===== config.mk =====
export PLATFORM = sky130hd
export DESIGN_NAME = full_subtractor
export DESIGN_NICKNAME = d
export VERILOG_FILES = /design/src/rtl/full_subtractor.sv
export SDC_FILE = /design/constraint.sdc
export NUM_CORES = 1
export LEC_CHECK = 0
export ABC_AREA = 1
export ABC_CLOCK_PERIOD_IN_PS = 1700
export BUFFER_PORTS_ARGS = -buffer_cell sky130_fd_sc_hd__buf_2
export CAP_MARGIN = 0
export CELL_PAD_IN_SITES_DETAIL_PLACEMENT = 0
export CELL_PAD_IN_SITES_GLOBAL_PLACEMENT = 1
export CORE_AREA = 5 5 42 44
export DETAILED_ROUTE_END_ITERATION = 16
export DIE_AREA = 0 0 47 49
export HOLD_SLACK_MARGIN = 0.12
export PLACE_DENSITY_LB_ADDON = 0.1
export SLEW_MARGIN = 20
export SYNTH_ARGS = -nofsm -noshare
export SYNTH_HDL_FRONTEND = slang
export SYNTH_SLANG_ARGS = --single-unit

===== constraint.sdc =====
create_clock -name clk -period 1.7 [get_ports clk]
set_input_delay 0.17 -clock clk [delete_from_list [all_inputs] [get_ports clk]]
set_output_delay 0.17 -clock clk [all_outputs]
set_load 0.02 [all_outputs]

===== src/rtl/full_subtractor.sv =====
// full_subtractor: registered ripple-borrow subtractor with zero and signed-overflow flags
module full_subtractor #(
    parameter int WIDTH = 4
) (
    input  logic             clk,
    input  logic             rst_n,
    input  logic             in_valid,
    input  logic [WIDTH-1:0] a,
    input  logic [WIDTH-1:0] b,
    input  logic             bin,
    output logic             out_valid,
    output logic [WIDTH-1:0] d,
    output logic             bout,
    output logic             zero,
    output logic             ovf
);
    logic [WIDTH:0]   br;
    logic [WIDTH-1:0] diff;
    assign br[0] = bin;
    for (genvar i = 0; i < WIDTH; i++) begin : g_cell
        assign diff[i]  = a[i] ^ b[i] ^ br[i];
        assign br[i+1]  = (~a[i] & b[i]) | (~(a[i] ^ b[i]) & br[i]);
    end
    // Capture a result on every valid beat; hold the last result otherwise
    always_ff @(posedge clk or negedge rst_n) begin
        if (!rst_n) begin
            out_valid <= 1'b0;
            d         <= '0;
            bout      <= 1'b0;
            ovf       <= 1'b0;
        end else begin
            out_valid <= in_valid;
            if (in_valid) begin
                d    <= diff;
                bout <= br[WIDTH];
                ovf  <= br[WIDTH] ^ br[WIDTH-1];
            end
        end
    end
    assign zero = ~|d;
endmodule


==> results.cfg <==
[yosys]
synth_top_family_by_area = adder cells
syn_nets = 55
synth_area_um2 = 372.9
synthSimpleGateAreaFrac_pct = 12.75
synth_area_leaders = dfrtp_1 (47%), fa_1 (21%), inv_1 (10%), nand2_1 (10%), o21ai_0 (2.7%)
yosysTopAreaCellShare_pct = 46.98
synth_xor_area_share_pct = 0
synth-compound-area-share_pct = 7.718
avgSynthCellArea_um2 = 9.560
yosys.area.top_type = dfrtp_1
synth-seq-cells = 7
muxShareOfSynthArea_pct = 0
synth_cell_type_count = 10
synth_warnings = 0
synth-adder-area-share_pct = 21.48
ys_seq_area_share_pct = 46.98
syn_inst = 39

[sta]
relSlewSlack_pct = 89.77
fmax_mhz = 592.3
hold_viol = 0
post-route-period-util_pct = 99.31
drv_slew = 0
tightestPinTransition_ps = 153.4
skew_ps = 0
setup_ws_ps = 11.79
holdWs_ps = 196.0
min_period_ps = 1688
setup_violations = 0
rsz0062_at_grt = true

[detailed_routing]
initialDrtViolationCount = 0
ant_nets = 0
num_vias = 349
drt-total-wl_um = 883
via_per_inst = 4.011
firstDrtPassIters = 1
wire_per_inst_um = 10.15
drc_errors = 0

[global_routing]
grt_antenna_before_repair = 0
grt_pass1_wl_mm = 1.455
grt_max_degree = 8
grt_pass1_vias = 391
grt_overflow = 0
track_usage_pct = 9.415

[min_path]
hold_path_class = input port to flip-flop

[clock_tree]
clock_sinks = 7
cts_root_buffer = clkbuf_4
cts_tree = yes
htreeDepth = 1
clkTransAtPathRegs_ps = 50
cts_made_buffers = 3
clk_latency_ps = 240
cts_buffer_depth = 2

[place]
io_buffers = 19
postPlaceCellArea_um2 = 500.5
place_congestion = 0.5986
dp_hpwl_um = 668.3
place_ws_ps = -339.5

[critical_path]
r2r-start = d[2]$_DFFE_PN0P_
cp-endpoint = d[3]$_DFFE_PN0P_
rr_endpoint = d[2]$_DFFE_PN0P_
reg2reg_depth = 2
cp-start-kind = input port
crit_start = b[0]
r2r_setup_slack_ps = 1070
crit_fanout = 2
cp-end-kind = flip-flop
worstPathArrival_ps = 1820
cp.required_ps = 1830
path_class = input port to flip-flop

[floorplanning]
ioPinCount = 20
initial_core_util_pct = 26.61
core_mm2 = 0.001401
num_rows = 14
die_area_mm2 = 0.002303
die_x_um = 47
fp.dieH_um = 49

[power_and_ir_drop]
power_leakage_nw = 0.3369
peakVddDrop_mv = 0.2420
power-per-cell-area_mw_per_mm2 = 864.3

[layout]
drive_gt1_share_pct = 53.52
diodes = 0
syn2layout_area_growth_pct = 63.42
nNetsFinal = 88
final_area_um2 = 609.3

[outcome]
status = finished clean

[flow_run]
drv_cap = 0
-- cell type report --
type                    instances  area (µm²)
clock buffers                   4       26.28
fillers                       154       792.0
inverters                      11       43.79
multi-input cells              21       163.9
flip-flops and latches          7       175.2
well taps                      16       20.02
repair buffers                 28       180.2
-- worst min-delay path by stage --
stage | cells after the start | endpoint | startpoint | slack [ps]
detailed placement | 1 | d[1]$_DFFE_PN0P_ | rst_n | 10
floorplan | 0 | bout$_DFFE_PN0P_ | rst_n | -130
global route | 2 | d[3]$_DFFE_PN0P_ | in_valid | 210
global placement | 1 | d[0]$_DFFE_PN0P_ | rst_n | 10
finish | 2 | d[3]$_DFFE_PN0P_ | in_valid | 200
CTS | 2 | d[3]$_DFFE_PN0P_ | in_valid | 180
-- state kept, by name, summed over array words and instances, names as in the netlist --
signal and flops:
out_valid 1, bout 1, d 4, ovf 1
-- cell usage after synthesis (all sizes together) --
| cell type | n |
|---|---|
| o21ai | 5 |
| inv | 11 |
| dfrtp | 7 |
| nor3 | 1 |
| nand2 | 10 |
| fa | 4 |
| nand3 | 1 |
-- routing by layer --
layer  vias to the layer above  GRT usage, %  routed length, µm
met3                         2         1.107                 77
met2                        15         13.57                444
met5                         -             0                  0
met1                       155         10.30                335
li1                        177             -                  -
met4                         0         11.06                 25
-- worst max-delay path, stage by stage --
cell and delay [ps]:
buf_6 100, inv_4 40, fa_2 190, inv_2 40, fa_2 330, fa_2 350
inv_2 70, fa_1 410, nand2_1 80, o21ai_1 60
-- cells in the final DEF (no fill, tap or decap) --
cell type	n
o21ai_1	3
nor3_1	1
inv_2	4
buf_2	17
clkbuf_1	1
o21ai_0	1
clkbuf_4	3
dfrtp_1	7
dlygate4sd3_1	2
nand2_1	10
buf_4	7
inv_1	6
o21ai_2	1
buf_6	2
fa_1	1
inv_4	1
nand3_1	1
fa_2	3
-- cells by family (layout without fill, tap and decap cells) --
logic type,Yosys count,count (layout)
and+or+nand+nor,12,12
buffers and inverters,11,43
DFF,7,7
AOI/OAI and AO/OA,5,5
adders and majority gates,4,4
-- stage by stage --
| step | std cells | TNS (ps) | total power, mW | util [%] |
|---|---|---|---|---|
| after detailed placement | 75 | -869.3 | 0.3575 | 35.71 |
| after CTS | 86 | -0.9786 | 0.5297 | 41.88 |
| after floorplan | 39 | -230.4 | 0.2946 | - |
| final | 87 | 0 | 0.5266 | 43.48 |
| after global routing | 87 | -118.8 | 0.5682 | 43.48 |
| after global placement | 75 | -853.4 | 0.3563 | 35.71 |
-- repair_timing --
action	in CTS	in global routing
hold buffers	2	0
endpoints found under the hold margin	8	0
gates resized for setup	3	5
setup endpoints to repair	3	3
pin swaps	2	1
buffers inserted	5	1
-- where the power goes --
part           internal (mW)  switching (mW)
Combinational         0.0798          0.0958
Clock                 0.0893          0.0577
Sequential             0.191          0.0132
Total                  0.360           0.167
(Power assumes the default switching activity.)
